--- config.mk ---
export PLATFORM = sky130hd
export DESIGN_NAME = golden_nonce_packer
export DESIGN_NICKNAME = d
export VERILOG_FILES = /design/src/rtl/golden_nonce_pkg.sv /design/src/rtl/nonce_fifo.sv /design/src/rtl/golden_nonce_packer.sv
export SDC_FILE = /design/constraint.sdc
export NUM_CORES = 1
export LEC_CHECK = 0
export ABC_AREA = 1
export CAP_MARGIN = 20
export CORE_MARGIN = 2
export CORE_UTILIZATION = 57
export DETAILED_ROUTE_END_ITERATION = 10
export DONT_BUFFER_PORTS = 1
export GPL_ROUTABILITY_DRIVEN = 1
export PLACE_DENSITY = 0.75
export SKIP_CTS_REPAIR_TIMING = 1
export SYNTH_ARGS = -nofsm -noshare
export SYNTH_HDL_FRONTEND = slang
export SYNTH_HIERARCHICAL = 1
export SYNTH_SLANG_ARGS = --single-unit
--- constraint.sdc ---
create_clock -name hash_clk -period 3.4 [get_ports hash_clk]
set_input_delay 0.17 -clock hash_clk [delete_from_list [all_inputs] [get_ports hash_clk]]
set_output_delay 0.17 -clock hash_clk [all_outputs]
set_load 0.005 [all_outputs]
--- src/rtl/golden_nonce_pkg.sv ---
// Shared constants, frame layout offsets and FSM state type for the golden nonce packer.
package golden_nonce_pkg;

  localparam int unsigned EntryW     = 40;
  localparam int unsigned HdrMagicOff = 0;
  localparam int unsigned HdrCountOff = 4;
  localparam int unsigned HdrSeqOff   = 5;
  localparam int unsigned HdrOvfOff   = 6;
  localparam int unsigned EntryOff    = 8;
  localparam int unsigned EntryBytes  = 5;

  localparam logic [31:0] MagicDefault = 32'hA5C3_0001;

  typedef enum logic [2:0] {
    StIdle,
    StBatch,
    StFill,
    StLaunch,
    StWaitAck,
    StWaitDone
  } state_e;

  // Number of 5-byte entries that fit after the 8-byte header.
  function automatic int unsigned max_entries(input int unsigned dlen);
    return (dlen - EntryOff) / EntryBytes;
  endfunction

endpackage

--- src/rtl/nonce_fifo.sv ---
// Synchronous first-word-fall-through FIFO; a push into a full FIFO is accepted
// only when a pop happens in the same cycle.
module nonce_fifo #(
  parameter int unsigned Width = 40,
  parameter int unsigned Aw    = 3
) (
  input  logic             clk_i,
  input  logic             rst_i,
  input  logic             push_i,
  input  logic [Width-1:0] wdata_i,
  input  logic             pop_i,
  output logic [Width-1:0] rdata_o,
  output logic             full_o,
  output logic             empty_o,
  output logic [Aw:0]      level_o
);

  localparam int unsigned Depth = 2 ** Aw;

  logic [Width-1:0] mem_q [Depth];
  logic [Aw-1:0]    wr_ptr_q, rd_ptr_q;
  logic [Aw:0]      level_q;
  logic             do_push, do_pop;

  assign empty_o = (level_q == '0);
  // Level can only reach Depth, so its MSB alone marks full.
  assign full_o  = level_q[Aw];
  assign do_pop  = pop_i && !empty_o;
  assign do_push = push_i && (!full_o || do_pop);

  always_ff @(posedge clk_i) begin
    if (rst_i) begin
      wr_ptr_q <= '0;
      rd_ptr_q <= '0;
      level_q  <= '0;
    end else begin
      if (do_push) wr_ptr_q <= wr_ptr_q + 1'b1;
      if (do_pop)  rd_ptr_q <= rd_ptr_q + 1'b1;
      case ({do_push, do_pop})
        2'b10:   level_q <= level_q + 1'b1;
        2'b01:   level_q <= level_q - 1'b1;
        default: ;
      endcase
    end
  end

  always_ff @(posedge clk_i) begin
    if (do_push) mem_q[wr_ptr_q] <= wdata_i;
  end

  assign rdata_o = mem_q[rd_ptr_q];
  assign level_o = level_q;

endmodule

--- src/rtl/golden_nonce_packer.sv ---
// Queues golden nonces and packs them into fixed-length result frames, launching each
// frame against the MIPI transmitter busy handshake.
module golden_nonce_packer
  import golden_nonce_pkg::*;
#(
  parameter int unsigned DLEN         = 64,
  parameter int unsigned FIFO_AW      = 3,
  parameter int unsigned BATCH_CYCLES = 1024,
  parameter int unsigned ACK_TIMEOUT  = 4096,
  parameter logic [31:0] MAGIC        = MagicDefault
) (
  input  logic              hash_clk,
  input  logic              reset,
  input  logic              nonce_valid,
  input  logic [31:0]       nonce,
  input  logic [7:0]        job_id,
  input  logic              tx_busy,
  output logic [DLEN*8-1:0] pix_gen_data,
  output logic              data_available,
  output logic              write_enable,
  output logic [FIFO_AW:0]  fifo_level,
  output logic [15:0]       overflow_cnt,
  output logic [7:0]        frame_seq
);

  localparam int unsigned MaxN     = max_entries(DLEN);
  localparam int unsigned CntW     = $clog2(MaxN + 1);
  localparam int unsigned LvlW     = FIFO_AW + 1;
  localparam int unsigned TimerMax = (BATCH_CYCLES > ACK_TIMEOUT) ? BATCH_CYCLES : ACK_TIMEOUT;
  localparam int unsigned TimerW   = $clog2(TimerMax + 1);

  localparam logic [TimerW-1:0] BatchLast = TimerW'((BATCH_CYCLES == 0) ? 0 : BATCH_CYCLES - 1);
  localparam logic [TimerW-1:0] AckLast   = TimerW'(ACK_TIMEOUT - 1);
  localparam logic [CntW-1:0]   MaxNCnt   = CntW'(MaxN);
  localparam logic [LvlW-1:0]   LvlOne    = LvlW'(1);

  state_e              state_q, state_d;
  logic [TimerW-1:0]   timer_q, timer_d;
  logic [CntW-1:0]     cnt_q, cnt_d;
  logic [DLEN*8-1:0]   frame_q, frame_d;
  logic                avail_q, avail_d;
  logic [7:0]          seq_q, seq_d;
  logic [7:0]          frame_seq_q, frame_seq_d;
  logic [15:0]         ovf_q, ovf_d;

  logic                fifo_pop, fifo_full, fifo_empty;
  logic [EntryW-1:0]   fifo_rdata;
  logic                batch_go, fill_done;

  nonce_fifo #(
    .Width (EntryW),
    .Aw    (FIFO_AW)
  ) u_fifo (
    .clk_i   (hash_clk),
    .rst_i   (reset),
    .push_i  (nonce_valid),
    .wdata_i ({job_id, nonce}),
    .pop_i   (fifo_pop),
    .rdata_o (fifo_rdata),
    .full_o  (fifo_full),
    .empty_o (fifo_empty),
    .level_o (fifo_level)
  );

  assign batch_go = (BATCH_CYCLES == 0) || (32'(fifo_level) >= MaxN) || (timer_q == BatchLast);

  // Dropped entries: only a push into a full FIFO that is not being drained this cycle.
  always_comb begin
    ovf_d = ovf_q;
    if (nonce_valid && fifo_full && !fifo_pop && (ovf_q != 16'hFFFF)) begin
      ovf_d = ovf_q + 16'd1;
    end
  end

  always_comb begin
    state_d      = state_q;
    timer_d      = timer_q;
    cnt_d        = cnt_q;
    frame_d      = frame_q;
    avail_d      = avail_q;
    seq_d        = seq_q;
    frame_seq_d  = frame_seq_q;
    fifo_pop     = 1'b0;
    fill_done    = 1'b0;
    write_enable = 1'b0;

    unique case (state_q)
      StIdle: begin
        if (!fifo_empty) begin
          state_d = StBatch;
          timer_d = '0;
        end
      end
      StBatch: begin
        if (batch_go) begin
          // Busy transmitter: hold here with the timer parked at its trigger value.
          if (!tx_busy) begin
            state_d = StFill;
            frame_d = '0;
            cnt_d   = '0;
          end
        end else begin
          timer_d = timer_q + 1'b1;
        end
      end
      StFill: begin
        fifo_pop = !fifo_empty;
        if (fifo_pop) begin
          cnt_d = cnt_q + 1'b1;
          for (int unsigned i = 0; i < MaxN; i++) begin
            if (cnt_q == CntW'(i)) begin
              frame_d[(EntryOff + EntryBytes * i) * 8 +: EntryW] =
                  {fifo_rdata[31:0], fifo_rdata[39:32]};
            end
          end
        end
        // Stop when the frame is full or this pop drains the FIFO with nothing arriving.
        fill_done = !fifo_pop || (cnt_d == MaxNCnt) || ((fifo_level == LvlOne) && !nonce_valid);
        if (fill_done) begin
          frame_d[HdrMagicOff * 8 +: 32] = MAGIC;
          frame_d[HdrCountOff * 8 +: 8]  = 8'(cnt_d);
          frame_d[HdrSeqOff * 8 +: 8]    = seq_q;
          frame_d[HdrOvfOff * 8 +: 16]   = ovf_q;
          avail_d = 1'b1;
          state_d = StLaunch;
        end
      end
      StLaunch: begin
        write_enable = 1'b1;
        timer_d      = '0;
        state_d      = StWaitAck;
      end
      StWaitAck: begin
        if (tx_busy) begin
          state_d = StWaitDone;
        end else if (timer_q == AckLast) begin
          state_d = StIdle;
          avail_d = 1'b0;
          seq_d   = seq_q + 8'd1;
        end else begin
          timer_d = timer_q + 1'b1;
        end
      end
      StWaitDone: begin
        if (!tx_busy) begin
          state_d     = StIdle;
          avail_d     = 1'b0;
          frame_seq_d = seq_q;
          seq_d       = seq_q + 8'd1;
        end
      end
      default: state_d = StIdle;
    endcase
  end

  always_ff @(posedge hash_clk) begin
    if (reset) begin
      state_q     <= StIdle;
      timer_q     <= '0;
      cnt_q       <= '0;
      frame_q     <= '0;
      avail_q     <= 1'b0;
      seq_q       <= '0;
      frame_seq_q <= '0;
      ovf_q       <= '0;
    end else begin
      state_q     <= state_d;
      timer_q     <= timer_d;
      cnt_q       <= cnt_d;
      frame_q     <= frame_d;
      avail_q     <= avail_d;
      seq_q       <= seq_d;
      frame_seq_q <= frame_seq_d;
      ovf_q       <= ovf_d;
    end
  end

  assign pix_gen_data   = frame_q;
  assign data_available = avail_q;
  assign overflow_cnt   = ovf_q;
  assign frame_seq      = frame_seq_q;

endmodule

### Yosys cells after proc, flatten, opt, wreduce, memory -nomap -nowiden

Memories as Yosys holds them, arrays and structs flattened. A register that Yosys moved wholly into a read port is not among the register bits.
Cells that the tools add are included.

* mux-type cells: 50
* equal/unequal tests: 44
* bitwise logic cells: 1
* $add $sub $neg: 8
* magnitude comparators: 1
* reduce and logical (&&, ||, !) cells: 40

Operator list (number)
* $mux W504: 2
* $pmux W504 S2: 1
* $mux W40: 11
* $mux W440: 1
* $reduce_and A5 Y1: 13
* $mux W64: 1
* $mux W13: 4
* $pmux W13 S4: 1
* $ne A2 B2 Y1 const B: 21
* $mux W3: 9
* $mux W8: 3
* $pmux W3 S6: 1
* $add A16 B1 Y16 const B: 1
* $eq A4 B3 Y1 const B: 4
* $eq A4 B4 Y1 const B: 4
* $mux W4: 4
* $ne A16 B16 Y1 const B: 1
* $pmux W4 S2: 2
* $pmux W8 S2: 1
* $add A13 B1 Y13 const B: 1
* $eq A13 B10 Y1 const B: 1
* $eq A13 B12 Y1 const B: 1
* $add A4 B1 Y4 const B: 2
* $add A8 B1 Y8 const B: 1
* other kinds (26): 53

* memories kept: 1
* bits in writable memories: 320
* register bits: 567
* logic and storage cells: 167
* output and inout port bits: 542

Memory list
* u_fifo.mem_q: depth 8, bits a word 40, read ports 1, clocked after memory_dff 1, wr ports 1, RTL line nonce_fifo.sv:20 `logic [Width-1:0] mem_q [Depth];`

### Longest topological paths before layout

Gate-level depths: netlist of the first run.

* depth after elaboration: 8
* gate-level depth with buffers: 17
* gate-level depth less buffers: 17

### Cells and area by module

The synthesis of the first run kept the hierarchy.

By module, submodules not included
* golden_nonce_packer: cells each 2704, instances 1, area each 20450.9 um^2, seq. area each 10450.0 um^2
* nonce_fifo: cells each 991, instances 1, area each 13377.8 um^2, seq. area each 9869.5 um^2

### Least setup slack after synthesis of the first run

OpenSTA, ideal clock, no wires.

* path kind: reg2reg
* from: reg u_fifo.level_q[0], in the netlist u_fifo/level_o[0]
* to: mem u_fifo.mem_q[0][0] (enable)
* required time: 2.963 ns
* data arrival time: 2.957 ns
* slack: 0.005 ns
* path buffers: 0
* stages on the path, launching flop included: 11
* setup time: 0.437 ns
* path through: dfxtp_1 -> inv_1 -> nand4_1 -> inv_1 -> inv_1 -> nand2_1 -> inv_1 -> o21ai_2 -> inv_2 -> nand2_1 -> nor2_1

* longest elaborated chain between the ends: 8

Ends and longest elaborated chain
* from (decl): RTL line nonce_fifo.sv:22 `logic [Aw:0] level_q;`
* from (signal assigned): RTL line nonce_fifo.sv:40 `2'b10: level_q <= level_q + 1'b1;`
* from (signal assigned): RTL line nonce_fifo.sv:41 `2'b01: level_q <= level_q - 1'b1;`
* $logic_not A4 Y1: RTL line nonce_fifo.sv:25 `assign empty_o = (level_q == '0);`
* via fifo_empty: RTL line golden_nonce_packer.sv:46 `logic fifo_pop, fifo_full, fifo_empty;`
* $logic_not A1 Y1: RTL line golden_nonce_packer.sv:107 `fifo_pop = !fifo_empty;`
* $mux W1: RTL line golden_nonce_packer.sv:87 `unique case (state_q)`
* via fifo_pop: RTL line golden_nonce_packer.sv:46
* $logic_and A1 B1 Y1: RTL line nonce_fifo.sv:28 `assign do_pop = pop_i && !empty_o;`
* $logic_or A1 B1 Y1: RTL line nonce_fifo.sv:29 `assign do_push = push_i && (!full_o || do_pop);`
* $logic_and A1 B1 Y1: RTL line nonce_fifo.sv:29
* $mux W1: RTL line nonce_fifo.sv:48 `if (do_push) mem_q[wr_ptr_q] <= wdata_i;`
* $mux W1 (not written as such): RTL line nonce_fifo.sv:48
* to (decl): RTL line nonce_fifo.sv:20

The timed path passes the listed nets, and every way through them passes these cells.

==> results.cfg, run 1 <==
[setup_path]
critPathArrivalTime_ns = 3.69
crit_type = reg -> reg
cp-end-kind = flip-flop
required_ns = 3.98
critPathMaxFanout = 66
r2r_cells = 11
worstSetupStartpointType = flip-flop

[clocking]
clock_sinks = 855
h-tree-depth = 3
clock_latency_ns = 0.65
path_clk_slew_ns = 0.06
cts_tree = built
clk_root_buffer_cell = clkbuf_16
cts_buffers = 85
clockBufferDepth = 3

[sta]
finalSetupViolCount = 0
drv_slew = 248
max_freq_mhz = 320.8
holdWs_ns = -0.2896
hold_viol = 29
finalCritPeriodShare_pct = 91.69
fin_skew_ns = 0.02789
post-route-min-period_ns = 3.117
grt_setup_unrepaired = no
slew_headroom_pct = -33.29
worstMarginPinSlew_ns = 1.999
setup_tns_ns = 0

[power_and_ir_drop]
ir_drop_mv = 0.6060
power_w = 0.02864
p_leak_nw = 13.13
power.density_nw_per_um2 = 754.4

[die]
dieArea_um2 = 61310
die_h_um = 247.6
die_w_um = 247.6
pin_count = 586
row_count = 89
start_util_pct = 57.54
core_area_um2 = 58800

[final_layout]
drive_gt1_share_pct = 9.298
layout.nets = 3718
syn2layout_area_growth_pct = 12.23

[grt]
grt_max_degree = 457
grt_usage_pct = 33.34
grt-ovfl-total = 0
first_global_vias = 23808
grt_antenna_before_repair = 9
grt_pass1_wl_mm = 153.6

[routing]
post-route-drc-count = 0
firstDrtPassIters = 6
vias_per_cell = 6.096
drt-wirelength-per-cell_um = 24.13
drt_iter0_drc = 3657
final_antenna_net_count = 0
wl_mm = 108.8
vias = 27474

[synthesis]
yosysTopAreaCellShare_pct = 31.66
synth_top_family_by_area = simple AND/OR/NAND/NOR gates
synth_common_cells = 703 x nand2_1, 535 x dfxtp_1, 482 x a21oi_1, 457 x nand3_1, 320 x edfxtp_1
muxShareOfSynthArea_pct = 1.184
synth_edf_count = 320
synth_warnings = 6
postSynthCellCount = 3695
yosys-top-cells-area = dfxtp_1 32%, edfxtp_1 28%, nand2_1 7.8%
yosysMostFrequentCell = nand2_1
syn_avg_cell_area_um2 = 9.155
ys.flop_type = dfxtp_1
yosys.cell_types.count = 46
ys_ff_latch = 855
synth_top_area_cell = dfxtp_1
ys_seq_area_share_pct = 60.07
netlist_area_um2 = 33830
synth_compound_area_share_pct = 11.69
synthXorXnorAreaFrac_pct = 0.4142
ys_async_sr_fraction_pct = 0
synth_simple_gate_area_share_pct = 19.25
synth_fa_ha_area_share_pct = 0.4438

[status]
violations = negative hold slack, max-slew violations
status = complete, but fails checks

[min_path]
hp-class = in -> reg
min_path_cells = 1

[place]
gp_congestion = 0.8927
dp_hpwl_mm = 66.13
io_buffer_count = 0

[job]
maxCapViolations = 0
[cell usage in the layout (no fill, tap or decap), drive strengths merged, types with 10 or more instances in the layout]
cell and instances:
nand3 458, clkbuf 118, o22ai 40, nor2 347
xor2 12, ha 12, dfxtp 535, nand2 704
clkinv 24, buf 109, conb 35, a21oi 482
dlygate4sd3 84, edfxtp 320, nor3 12, mux2i 40
o21ai 247, bufinv 10, inv 117
[routing by layer]
metal / part of all wire [%] / global-route usage (%) / up-vias / wire length (um)
li1: - / - / 12390 / -
met1: 37 / 43.86 / 13036 / 40720
met2: 45 / 49.69 / 1649 / 48480
met3: 12 / 10.20 / 389 / 12990
met4: 6.0 / 17.38 / 10 / 6516
met5: 0.052 / 0 / - / 57
[through the flow]
| step | setup slack (ns) | instance area [um2] | util, % | std cells | hold slack, ns |
|---|---|---|---|---|---|
| after global placement | 0.5675 | 34190 | 58.15 | 4263 | 0.2673 |
| after global routing | 0.001244 | 37960 | 64.57 | 4506 | -0.3335 |
| after CTS | 0.4696 | 37110 | 63.12 | 4420 | -0.4051 |
| after floorplan | 0.005344 | 33960 | - | 3729 | 0.2391 |
| after detailed placement | 0.4975 | 34190 | 58.15 | 4263 | 0.2692 |
| final | 0.2825 | 37970 | 64.57 | 4507 | -0.2896 |
[kinds of logic (layout without fill, tap and decap cells)]
logic type	after synthesis	after routing
other	1	37
adders and majority gates	12	12
buffers and inverters	463	466
DFF	855	855
and+or+nand+nor	1532	1532
AOI/OAI and AO/OA	776	776
muxes	40	40
xor gates and xnor gates	16	16
[layout make-up]
type / count / area [um2]
multi-input cells: 2411 / 11510
inverters: 116 / 445.4
clock buffers: 118 / 2404
repair buffers: 193 / 1784
diodes: 2 / 5.005
fillers: 4693 / 20830
flip-flops and latches: 855 / 20330
clock inverters: 39 / 516.7
well taps: 773 / 967.2
[critical path, stage by stage, from the launching register on]
cell and delay [ns]:
dfxtp_4 0.82, buf_4 0.35, o21ai_0 0.12, o22ai_1 0.25, nand2_1 0.08, nand2_1 0.07, inv_1 0.04, nor2_2 0.10
buf_4 0.29, nand3_1 0.13, a21oi_1 0.16, dlygate4sd3_1 0.59
[flip-flops by register name, summed over array words and instances (netlist names), named ones only]
register,flops
cnt_q,4
data_available,1
frame_seq,8
overflow_cnt,16
pix_gen_data,469
seq_q,8
state_q,3
timer_q,13
u_fifo/level_o,4
u_fifo/mem_q,320
u_fifo/rd_ptr_q,3
u_fifo/wr_ptr_q,3
[path summary, 6_finish.rpt]
kind                      from                 to  slack [ns]
min reg2reg  pix_gen_data[177]  pix_gen_data[177]        0.48
max reg2reg          flip-flop  pix_gen_data[455]        0.28
max                  flip-flop  pix_gen_data[455]        0.28
min                      reset   pix_gen_data[58]       -0.29
[report_power, final]
group / switching [W] / internal [W]
combinational: 0.00531 / 0.00157
sequential: 0.000649 / 0.0114
clock: 0.00402 / 0.00574
total: 0.00998 / 0.0187
No activity file was read; power rests on OpenSTA's default activity.
==> run 2, diff against run 1 <==
--- a/config.mk
+++ b/config.mk
@@ -18,3 +18,4 @@
 export SYNTH_HDL_FRONTEND = slang
 export SYNTH_HIERARCHICAL = 1
 export SYNTH_SLANG_ARGS = --single-unit
+export TNS_END_PERCENT = 100
==> constraint.sdc (replaced) <==
create_clock -name hash_clk -period 2.6 [get_ports hash_clk]
set_input_delay 0.13 -clock hash_clk [delete_from_list [all_inputs] [get_ports hash_clk]]
set_output_delay 0.13 -clock hash_clk [all_outputs]
set_load 0.005 [all_outputs]
==> results.cfg, run 2 (synthesis results as in run 1) <==
[status]
status = complete, but fails checks
violations = negative hold slack, max-slew violations

[grt]
grt_max_degree = 457
grt_antenna_before_repair = 12
grt-ovfl-total = 0
first_global_vias = 24209
grt_usage_pct = 33.24
grt_pass1_wl_mm = 153.4

[clocking]
clock_sinks = 855
clk_root_buffer_cell = clkbuf_16
clockBufferDepth = 3
h-tree-depth = 3
clock_latency_ns = 0.66
cts_tree = built
cts_buffers = 85
path_clk_slew_ns = 0.06

[sta]
worstMarginPinSlew_ns = 2.110
max_freq_mhz = 395.8
fin_skew_ns = 0.03913
holdWs_ns = -0.3654
finalSetupViolCount = 0
grt_setup_unrepaired = no
post-route-min-period_ns = 2.527
drv_slew = 281
slew_headroom_pct = -40.70
finalCritPeriodShare_pct = 97.18
hold_viol = 43

[setup_path]
critPathMaxFanout = 15
worstSetupStartpointType = flip-flop
critPathArrivalTime_ns = 2.96
crit_type = reg -> reg
cp-end-kind = flip-flop
required_ns = 3.03

[place]
place_area_um2 = 34910
gp_congestion = 0.8717
io_buffer_count = 0
dp_hpwl_mm = 66.89

[routing]
firstDrtPassIters = 6
post-route-drc-count = 0
drt_iter0_drc = 3422
drt-wirelength-per-cell_um = 23.82
vias = 27577
final_antenna_net_count = 0
vias_per_cell = 6.094
wl_mm = 107.8

[min_path]
hp-class = in -> reg

[power_and_ir_drop]
p_sw_share_pct = 35.02
p_comb_share_pct = 26.1
power.density_nw_per_um2 = 985.7
p_leak_nw = 13.24
ir_drop_mv = 0.6990
p_sw_w = 0.01326
seqPwrFrac_pct = 41.6
p_int_w = 0.02460
power.share.clock_pct = 32.3

[die]
row_count = 89
core_area_um2 = 58800
pin_count = 586
die_h_um = 247.6
start_util_pct = 57.54
dieArea_um2 = 61310
die_w_um = 247.6

[final_layout]
syn2layout_area_growth_pct = 13.53
largest_register_ffs = 469
mostFrequentLayoutCells = 702 x nand2_1, 531 x dfxtp_1, 482 x a21oi_1
final_common_cell = nand2_1
drive_gt1_share_pct = 10.30
fin_area_um2 = 38410
layout.nets = 3731

[job]
maxCapViolations = 0
run 2: cell count changes in the layout (fill, tap and decap cells not counted), sizes merged:
cell         delta
clkbuf         +15
clkinvlp        -3
nand3           +1
buf            +39
bufinv          -6
diode           +4
dlygate4sd3    -29
clkinv          -3
run 2: cell type report:
type                            instances  area (um2)
Clock buffer                          133        2504
Multi-Input combinational cell       2412       11530
Timing Repair Buffer                  203        2291
Fill cell                            4590       20390
Antenna cell                            6       15.01
Sequential cell                       855       20330
Inverter                              116       450.4
Timing Repair inverter                  2       17.52
Tap cell                              773       967.2
Clock inverter                         25       302.8
run 2: worst max-delay path, stage by stage (launching register included):
cell	delay, ns
dfxtp_4	0.42
buf_4	0.26
mux2i_1	0.22
o22ai_1	0.09
nand2_1	0.07
nand2_1	0.10
nand2_1	0.13
clkinv_1	0.62
nand3_1	0.31
a21oi_1	0.10
run 2: final timing paths:
path / startpoint / end / slack, ns / cells past startpoint
max: flip-flop / pix_gen_data[305] / 0.07 / 9
min: reset / pix_gen_data[58] / -0.37 / 1
max reg2reg: flip-flop / pix_gen_data[305] / 0.07 / 9
min reg2reg: pix_gen_data[465] / pix_gen_data[465] / 0.48 / 2
run 2: power by group through the flow:
stage	logic [W]	clock network, W	registers [W]
2_1_floorplan	0.00619	0	0.0156
6_report	0.00987	0.0122	0.0157
4_1_cts	0.00926	0.0123	0.0157
3_3_place_gp	0.00913	0	0.0160
3_5_place_dp	0.00921	0	0.0160
5_1_grt	0.0105	0.0129	0.0158
run 2: through the flow:
stage                     setup TNS (ns)  utilization, %  setup slack, ns  std cells  total power (W)
after floorplan                   -49.25               -          -0.1776       3729          0.02178
after global placement            -1.119           59.38          -0.1358       4297          0.02510
after detailed placement          -1.653           59.38          -0.2127       4297          0.02519
after CTS                         -1.698           64.16          -0.2130       4455          0.03730
after global routing                   0           65.32         0.001564       4524          0.03919
final                                  0           65.32          0.07324       4525          0.03786
run 2: metal layers:
metal | GRT usage (%) | vias up | share of wire [%]
li1 | - | 12410 | -
met1 | 43.37 | 13232 | 38
met2 | 50.25 | 1598 | 45
met3 | 9.905 | 331 | 12
met4 | 17.12 | 6 | 5.5
met5 | 0 | - | 0.038
